### src/rtl/wishbone_pkg.sv
// Shared Wishbone definitions: bus widths and the arbiter FSM state encoding.
// The FSM has only two states, so busy_o is the debug view of the state.
package wishbone_pkg;

  localparam int WB_DATA_NBITS = 32;
  localparam int WB_ADR_NBITS  = 32;
  localparam int WB_SEL_NBITS  = WB_DATA_NBITS / 8;

  typedef enum logic {
    IDLE = 1'b0,
    BUSY = 1'b1
  } arb_state_t;

endpackage

### src/rtl/arb_round_robin.sv
// Combinational round-robin priority encoder: picks the first set request
// at or above rr_ptr, wrapping modulo p_num_masters.
module arb_round_robin #(
  parameter  int p_num_masters = 2,
  localparam int c_idx_nbits   = $clog2(p_num_masters)
) (
  input  logic [p_num_masters-1:0] req,
  input  logic [c_idx_nbits-1:0]   rr_ptr,
  output logic [c_idx_nbits-1:0]   grant,
  output logic                     any_req
);

  int idx;

  always_comb begin
    grant   = rr_ptr;
    any_req = 1'b0;
    idx     = 0;
    for (int k = 0; k < p_num_masters; k++) begin
      // rr_ptr is always < p_num_masters, so a single subtraction wraps.
      idx = int'(rr_ptr) + k;
      if (idx >= p_num_masters) begin
        idx = idx - p_num_masters;
      end
      if (!any_req && req[idx]) begin
        any_req = 1'b1;
        grant   = c_idx_nbits'(idx);
      end
    end
  end

endmodule

### src/rtl/wishbone_arbiter.sv
// Round-robin arbiter sharing one Wishbone slave among p_num_masters masters,
// with burst locking on cyc and a per-beat stall watchdog that returns err.
module wishbone_arbiter
  import wishbone_pkg::*;
#(
  parameter  int p_num_masters    = 2,
  parameter  int p_timeout_cycles = 16,
  localparam int c_idx_nbits      = $clog2(p_num_masters),
  localparam int c_cnt_nbits      = (p_timeout_cycles > 0) ? $clog2(p_timeout_cycles + 1) : 1
) (
  input  logic                                          clk,
  input  logic                                          reset,
  input  logic [p_num_masters-1:0]                      m_cyc_i,
  input  logic [p_num_masters-1:0]                      m_stb_i,
  input  logic [p_num_masters-1:0]                      m_we_i,
  input  logic [p_num_masters-1:0][WB_SEL_NBITS-1:0]    m_sel_i,
  input  logic [p_num_masters-1:0][WB_ADR_NBITS-1:0]    m_adr_i,
  input  logic [p_num_masters-1:0][WB_DATA_NBITS-1:0]   m_dat_i,
  output logic [p_num_masters-1:0]                      m_ack_o,
  output logic [p_num_masters-1:0]                      m_err_o,
  output logic [p_num_masters-1:0][WB_DATA_NBITS-1:0]   m_dat_o,
  output logic                                          s_cyc_o,
  output logic                                          s_stb_o,
  output logic                                          s_we_o,
  output logic [WB_SEL_NBITS-1:0]                       s_sel_o,
  output logic [WB_ADR_NBITS-1:0]                       s_adr_o,
  output logic [WB_DATA_NBITS-1:0]                      s_dat_o,
  input  logic                                          s_ack_i,
  input  logic [WB_DATA_NBITS-1:0]                      s_dat_i,
  output logic [c_idx_nbits-1:0]                        grant_o,
  output logic                                          busy_o
);

  localparam bit                     c_wd_en   = (p_timeout_cycles > 0);
  localparam logic [c_cnt_nbits-1:0] c_wd_term =
    c_cnt_nbits'((p_timeout_cycles > 0) ? (p_timeout_cycles - 1) : 0);
  localparam logic [c_idx_nbits-1:0] c_last_idx = c_idx_nbits'(p_num_masters - 1);

  arb_state_t               state;
  logic [c_idx_nbits-1:0]   grant;
  logic [c_idx_nbits-1:0]   rr_ptr;
  logic [c_cnt_nbits-1:0]   wd_cnt;
  logic                     err_q;

  logic [p_num_masters-1:0] req;
  logic [c_idx_nbits-1:0]   arb_grant;
  logic                     arb_any;
  logic [c_idx_nbits-1:0]   next_ptr;
  logic                     stall;
  logic                     wd_fire;

  assign req = m_cyc_i & m_stb_i;

  arb_round_robin #(
    .p_num_masters (p_num_masters)
  ) u_rr (
    .req     (req),
    .rr_ptr  (rr_ptr),
    .grant   (arb_grant),
    .any_req (arb_any)
  );

  assign next_ptr = (grant == c_last_idx) ? '0 : grant + c_idx_nbits'(1);

  // A stalled beat is a presented strobe the slave has not acknowledged.
  assign stall   = (state == BUSY) && s_stb_o && !s_ack_i;
  assign wd_fire = c_wd_en && stall && (wd_cnt == c_wd_term);

  assign grant_o = grant;
  assign busy_o  = (state == BUSY);

  // Slave side: the owner's signals pass straight through; the strobe is
  // suppressed during the error cycle so the slave sees the beat abandoned.
  always_comb begin
    s_cyc_o = 1'b0;
    s_stb_o = 1'b0;
    s_we_o  = 1'b0;
    s_sel_o = '0;
    s_adr_o = '0;
    s_dat_o = '0;
    if (state == BUSY) begin
      s_cyc_o = m_cyc_i[grant];
      s_stb_o = m_stb_i[grant] & ~err_q;
      s_we_o  = m_we_i[grant];
      s_sel_o = m_sel_i[grant];
      s_adr_o = m_adr_i[grant];
      s_dat_o = m_dat_i[grant];
    end
  end

  // Master side: only the owner sees responses; everyone else reads zeros.
  always_comb begin
    m_ack_o = '0;
    m_err_o = '0;
    m_dat_o = '0;
    if (state == BUSY) begin
      m_ack_o[grant] = s_ack_i & s_stb_o;
      m_err_o[grant] = err_q;
      m_dat_o[grant] = s_dat_i;
    end
  end

  always_ff @(posedge clk or negedge reset) begin
    if (!reset) begin
      state  <= IDLE;
      grant  <= '0;
      rr_ptr <= '0;
      wd_cnt <= '0;
      err_q  <= 1'b0;
    end else begin
      case (state)
        IDLE: begin
          wd_cnt <= '0;
          err_q  <= 1'b0;
          if (arb_any) begin
            grant <= arb_grant;
            state <= BUSY;
          end
        end
        BUSY: begin
          // The grant stays locked while the owner holds cyc, even with stb low.
          if (!m_cyc_i[grant]) begin
            state  <= IDLE;
            rr_ptr <= next_ptr;
            wd_cnt <= '0;
            err_q  <= 1'b0;
          end else begin
            err_q <= wd_fire;
            if (!c_wd_en || !stall || wd_fire) begin
              wd_cnt <= '0;
            end else begin
              wd_cnt <= wd_cnt + c_cnt_nbits'(1);
            end
          end
        end
        default: begin
          state <= IDLE;
        end
      endcase
    end
  end

endmodule

### config.mk
export PLATFORM = sky130hd
export DESIGN_NAME = wishbone_arbiter
export DESIGN_NICKNAME = d
export VERILOG_FILES = /design/src/rtl/wishbone_pkg.sv /design/src/rtl/arb_round_robin.sv /design/src/rtl/wishbone_arbiter.sv
export SDC_FILE = /design/constraint.sdc
export NUM_CORES = 1
export LEC_CHECK = 0
export CORE_AREA = 2 2 124 126
export CTS_CLUSTER_SIZE = 8
export DETAILED_ROUTE_END_ITERATION = 8
export DIE_AREA = 0 0 126 128
export GPL_ROUTABILITY_DRIVEN = 0
export PLACE_DENSITY = 0.64
export SLEW_MARGIN = 30
export SYNTH_ARGS = -nofsm -noshare
export SYNTH_HDL_FRONTEND = slang
export SYNTH_SLANG_ARGS = --single-unit
export TNS_END_PERCENT = 20
### constraint.sdc
create_clock -name clk -period 1.7 [get_ports clk]
set_clock_uncertainty 0.1 [all_clocks]
set_input_delay 0.17 -clock clk [delete_from_list [all_inputs] [get_ports clk]]
set_output_delay 0.17 -clock clk [all_outputs]
set_load 0.005 [all_outputs]
==> results of run 1 <==
[critical path, stage by stage (launching register included)]
cell and delay [ns]:
dfrtp_4 0.52, buf_16 0.19, mux2i_1 0.15, nor2_1 0.10
clkdlybuf4s50_1 0.51
[cell usage after synthesis (all sizes together)]
library cell  count  area share
clkbuf           17       0.034
and2             34        0.11
nor3              5       0.013
nor2             73        0.14
nand3             3      0.0076
o31ai             1      0.0038
mux2i            69        0.35
mux2              2       0.013
nand2             4      0.0076
o21ai             3      0.0076
nor2b             1      0.0032
a21oi             1      0.0025
xor2              1      0.0044
a21o              1      0.0038
and3             35        0.11
dfrtp             9        0.11
xnor2             1      0.0044
inv               5      0.0095
ha                2       0.013
buf               9       0.039
nand3b            2       0.011
[cells in the final DEF (no fill, tap or decap), types with 2 or more instances in the layout]
master           instances
dlygate4sd2_1           12
and2_1                  33
o21ai_0                  3
nor3_1                   4
clkdlybuf4s50_1        187
nand3_1                  3
nand3b_2                 2
inv_1                    3
clkbuf_2                22
buf_2                   27
clkdlybuf4s15_1          2
buf_6                    7
inv_2                    2
buf_12                   6
dfrtp_1                  8
nand2_1                  3
mux2_4                   2
clkbuf_16                4
nor2_1                  72
mux2i_1                 68
and3_1                  33
and3_4                   2
ha_1                     2
buf_4                    9
dlymetal6s2s_1          65
[final timing paths]
path / startpoint / endpoint / slack, ns / cells after the start
max in group asynchronous: reset / grant_o / 1.05 / 1
min in group clk: wd_cnt[0] / wd_cnt[0] / 0.36 / 1
max reg2reg: wd_cnt[0] / wd_cnt[2] / 0.10 / 5
min: reset / wd_cnt[2] / 0.13 / 1
min reg2reg: wd_cnt[0] / wd_cnt[0] / 0.36 / 1
max: grant_o / s_dat_o[31] / -0.31 / 4
[repair_timing]
item | in CTS | in global routing
setup endpoints to repair | 140 | 138
gates resized for setup | 137 | 126
cloned | 0 | 1
buffers inserted | 1 | 2
pin swaps | 1 | 3
[final cells by class]
class / count / share of cell area
Multi-Input combinational cell: 238 / 0.291
Tap cell: 188 / 0.0423
Inverter: 5 / 0.00337
Timing Repair Buffer: 340 / 0.608
Sequential cell: 9 / 0.0411
Clock buffer: 4 / 0.0142
[metrics by stage]
step           setup TNS (ns)  hold WS, ns
4_1_cts                -29.90        0.139
5_1_grt                -13.57        0.162
3_3_place_gp            -8.17        0.353
2_1_floorplan               0       -0.226
6_report                -9.48        0.131
3_5_place_dp           -10.49        0.360
[logic make-up after synthesis]
kind of cell	after synthesis	synth area share
flip-flops	9	0.114
buffers and inverters	31	0.0824
AO/OA/AOI/OAI	6	0.0177
multiplexers	71	0.363
adder cells (fa/ha/maj)	2	0.0127
AND/OR/NAND/NOR	157	0.401
XOR/XNOR	2	0.00887
[routing by layer]
metal / GRT usage / share of wire
met3: 0.0221 / 0.069
met1: 0.133 / 0.39
met2: 0.230 / 0.54
met4: 0.0175 / 0.0042
met5: 0 / 0
[registers in the layout, indices dropped and copies added (netlist names)]
| register | flops |
|---|---|
| wd_cnt | 5 |
| busy_o | 1 |
| err_q | 1 |
| grant_o | 1 |
| rr_ptr | 1 |
[power breakdown]
part           switching [mW]  total, mW  internal, mW
Sequential             0.0610      0.319         0.258
Combinational            2.07       4.87          2.80
Clock                   0.100      0.414         0.313
Total                    2.23       5.60          3.37
==> impl_metrics.py, run 1 <==
metrics = {
    "run_status": {
        "status": "complete, but fails checks",
        "violations": "setup timing",
    },
    "die": {
        "core_sq_um": 14900,
        "die_area_sq_um": 16100,
        "die_w_um": 126,
        "ioPinCount": 318,
        "rows": 45,
        "die_h_um": 128,
        "start_util": 0.133,
    },
    "clock_tree": {
        "clk_latency_ns": 0.23,
        "cts_hold_buf": 0,
        "h-tree-depth": 1,
        "tritoncts": "yes",
        "clk_pin_slew_ns": 0.04,
        "clockBufferDepth": 2,
        "clock_sinks": 9,
        "clockRootBuffer": "clkbuf_16",
        "cts_inserted_buffers": 3,
    },
    "finish": {
        "drive_gt1_frac": 0.153,
        "n_fill_cell": 1568,
        "layout.nets": 776,
        "antenna_cells": 0,
        "fin_area_sq_um": 5570,
        "instances_no_fill": 784,
        "area_delta_synth_final_pct": 182,
        "seq_area_sq_um": 229,
        "final_util": 0.374,
        "multi_input_area_sq_um": 1620,
    },
    "detailed_routing": {
        "avgRoutedWirePerCell_um": 14.2,
        "vias": 3164,
        "drtIter0Drc": 88,
        "final_antenna_net_count": 0,
        "drt_wl_total_um": 11200,
        "dr.pass1.iters": 4,
        "post_drt_via_cell_ratio": 4.04,
        "drc": 0,
    },
    "synthesis": {
        "mappedNetlistArea_sq_um": 1970,
        "synthesis.nets": 457,
        "ys_seq_elements": 9,
        "yosysWarnings": 0,
        "synth_seq_area_share": 0.114,
        "avgSynthCellArea_sq_um": 7.10,
        "synthCells": 278,
        "synth.distinct_cells": 27,
    },
    "timing": {
        "relSlewSlack": 0.735,
        "drv_slew": 0,
        "hold_viol": 0,
        "tightest_slew_ns": 0.397,
        "fmax_mhz": 497,
        "setup_viol": 61,
        "rsz0062_at_grt": "yes",
        "fin_crit_ns": 2.01,
        "post-route-worst-setup-slack_ns": -0.313,
        "fin_crit_sh": 1.18,
    },
    "setup_path": {
        "critPathCaptureType": "primary output",
        "critPathKind": "register to primary output",
        "critPathArrivalTime_ns": 1.74,
        "startpoint_type": "register",
        "path_max_fanout": 28,
        "cp.required_ns": 1.43,
    },
    "global_route": {
        "grt_pass1_wl_um": 15700,
        "grt_start_max_net_pins": 64,
        "antenna_found_initial": 0,
        "grt_pass1_vias": 3097,
        "gr-total-overflow": 0,
        "grt_use_total": 0.117,
    },
    "power": {
        "ir_drop_v": 0.000802,
        "p_total_mw": 5.60,
        "power.density_nw_per_um2": 1010,
        "p_leak_nw": 3.62,
    },
    "placed_design": {
        "dpl_worst_slack_ns": -0.226,
        "io_buffers": 317,
        "dp_hpwl_um": 8990,
        "dp_cells": 776,
        "placed_area_sq_um": 5460,
    },
    "job": {
        "cap_violations": 0,
    },
    "hold_path": {
        "hold_path_class": "input pin to asynchronous set/reset pin",
    },
}
(Power assumes the default switching activity.)
==> run 2: changes to the inputs <==
- PLACE_DENSITY: 0.64 -> 0.51
==> run 2 against run 1 <==
The flow still finishes with violations (setup timing). Critical endpoint is now m_ack_o[1]. Wire length increased by 17%. Die area unchanged. Total power increased by 7.8%. Worst hold slack improved by 0.013 ns. Clock power about the same.
==> impl_metrics.py, run 2 (synthesis results as in run 1) <==
metrics = {
    "hold_path": {
        "hold_path_class": "input pin to asynchronous set/reset pin",
    },
    "finish": {
        "layout.nets": 791,
        "drive_gt1_frac": 0.270,
        "fin_area_sq_um": 5500,
        "antenna_cells": 0,
        "top_register": "wd_cnt",
        "mostFrequentLayoutCells": "177 x clkdlybuf4s50_1, 72 x nor2_1, 62 x mux2i_1, 56 x buf_2",
        "mostFrequentLayoutCell": "clkdlybuf4s50_1",
        "area_delta_synth_final_pct": 179,
        "largest_reg_flops": 5,
    },
    "detailed_routing": {
        "vias": 3271,
        "drt_wl_total_um": 13000,
        "dr.pass1.iters": 4,
        "drc": 0,
        "post_drt_via_cell_ratio": 4.09,
        "avgRoutedWirePerCell_um": 16.3,
        "drtIter0Drc": 86,
        "final_antenna_net_count": 0,
    },
    "clock_tree": {
        "clockRootBuffer": "clkbuf_16",
        "tritoncts": "yes",
        "h-tree-depth": 1,
        "clockBufferDepth": 2,
        "clk_pin_slew_ns": 0.04,
        "clock_sinks": 9,
        "cts_hold_buf": 0,
        "cts_inserted_buffers": 3,
        "clk_latency_ns": 0.23,
    },
    "timing": {
        "fmax_mhz": 510,
        "fin_crit_sh": 1.15,
        "setup_viol": 70,
        "fin_crit_ns": 1.96,
        "post-route-worst-setup-slack_ns": -0.262,
        "tightest_slew_ns": 0.422,
        "drv_slew": 0,
        "rsz0062_at_grt": "yes",
        "hold_viol": 0,
        "relSlewSlack": 0.718,
    },
    "die": {
        "die_w_um": 126,
        "start_util": 0.133,
        "core_sq_um": 14900,
        "rows": 45,
        "die_h_um": 128,
        "ioPinCount": 318,
        "die_area_sq_um": 16100,
    },
    "power": {
        "p_total_mw": 6.04,
        "power.density_nw_per_um2": 1100,
        "p_leak_nw": 3.01,
        "ir_drop_v": 0.000487,
    },
    "setup_path": {
        "slowest_delay_ns": 0.49,
        "critPathCaptureType": "primary output",
        "startpoint_type": "register",
        "cp.required_ns": 1.43,
        "critPathArrivalTime_ns": 1.69,
        "critPathKind": "register to primary output",
        "cp_cell_sequence": "buf_6 -> buf_6 -> mux2_4 -> and2_4 -> and3_4 -> buf_6",
        "r2r_slack_ns": 0.03,
        "path_max_fanout": 4,
        "timing.rr.start": "grant_o",
        "r2r_end": "wd_cnt[2]",
        "reg2reg_depth": 7,
        "cp_slowest_cell": "dfrtp_4",
        "crit_path_frequent_cell": "buf_6",
    },
    "placed_design": {
        "io_buffers": 317,
        "placed_area_sq_um": 5440,
        "dp_hpwl_um": 10100,
    },
    "job": {
        "cap_violations": 0,
    },
    "global_route": {
        "grt_use_total": 0.137,
        "grt_start_max_net_pins": 71,
        "grt_pass1_wl_um": 17800,
        "grt_pass1_vias": 3158,
        "antenna_found_initial": 0,
        "gr-total-overflow": 0,
    },
    "run_status": {
        "violations": "setup timing",
        "status": "complete, but fails checks",
    },
}
==> run 2: changes by cell type in the layout (fill, tap and decap cells not counted), moves of 4 or more <==
cell	before	now
clkdlybuf4s15_2	1	7
buf_6	7	11
mux2i_2	1	5
buf_2	27	56
dlygate4sd2_1	12	4
clkdlybuf4s50_1	187	177
dlymetal6s2s_1	65	18
mux2i_1	68	62
buf_4	9	20
clkbuf_2	22	34
clkdlybuf4s15_1	2	16
==> run 2: timing repair <==
action                     CTS  global route
setup endpoints to repair  140           139
setup buffers                5            11
resized for setup          307           145
gates cloned                 1             4
pin swaps                    1             4
hold endpoints to repair     0             0
==> run 2: cell type report <==
type / count / area [sq um]
clock buffer: 4 / 78.8
fill: 1583 / 9360
inverter: 5 / 18.8
multi-input combinational: 238 / 1680
sequential: 9 / 230
tap: 188 / 235
timing repair buffer: 355 / 3260
==> run 2: stage by stage <==
step	setup slack, ns	hold WS (ns)	TNS, ns	utilization	instances
floorplan	0.185	-0.226	0	-	278
CTS	-0.373	0.155	-17.37	0.369	786
global route	-0.298	0.180	-11.65	0.370	799
finish	-0.262	0.144	-6.66	0.370	799
global placement	-0.218	0.354	-14.05	0.366	776
detailed placement	-0.216	0.378	-15.38	0.366	776
==> run 2: worst max-delay path, delay by kind of cell, from the launching register on <==
family	cells	cell delay [ns]
flip-flops	1	0.49
buffers and inverters	3	0.36
AND/OR/NAND/NOR	2	0.31
multiplexers	1	0.30
==> run 2: worst max path at each step <==
stage,start,endpoint,slack (ns),cells past startpoint
2_1_floorplan,wd_cnt[0],wd_cnt[2],0.18,5
6_report,grant_o,m_ack_o[1],-0.26,6
4_1_cts,grant_o,s_dat_o[23],-0.37,4
3_3_place_gp,m_stb_i[0],m_ack_o[1],-0.22,5
3_5_place_dp,m_stb_i[0],m_ack_o[1],-0.22,5
5_1_grt,grant_o,m_ack_o[1],-0.30,6
==> run 2: power breakdown <==
part           switching, mW  internal, mW  total, mW
registers             0.0515         0.260      0.311
clock network         0.0985         0.313      0.412
logic                   2.32          2.99       5.31
total                   2.47          3.57       6.04
==> run 2: per-layer routing <==
layer,vias to the layer above,track usage,share of wire,wire (um)
met5,-,0,0,0
met4,0,0.0116,0.0048,63
met3,4,0.0388,0.082,1060
met2,161,0.269,0.54,7030
met1,1503,0.152,0.37,4870
li1,1603,-,-,-
==> run 3: changes to the inputs <==
- HOLD_SLACK_MARGIN: default -> 0.1
==> results of run 3 <==
The final DEF is identical to that of run 2; final timing and power are the same.
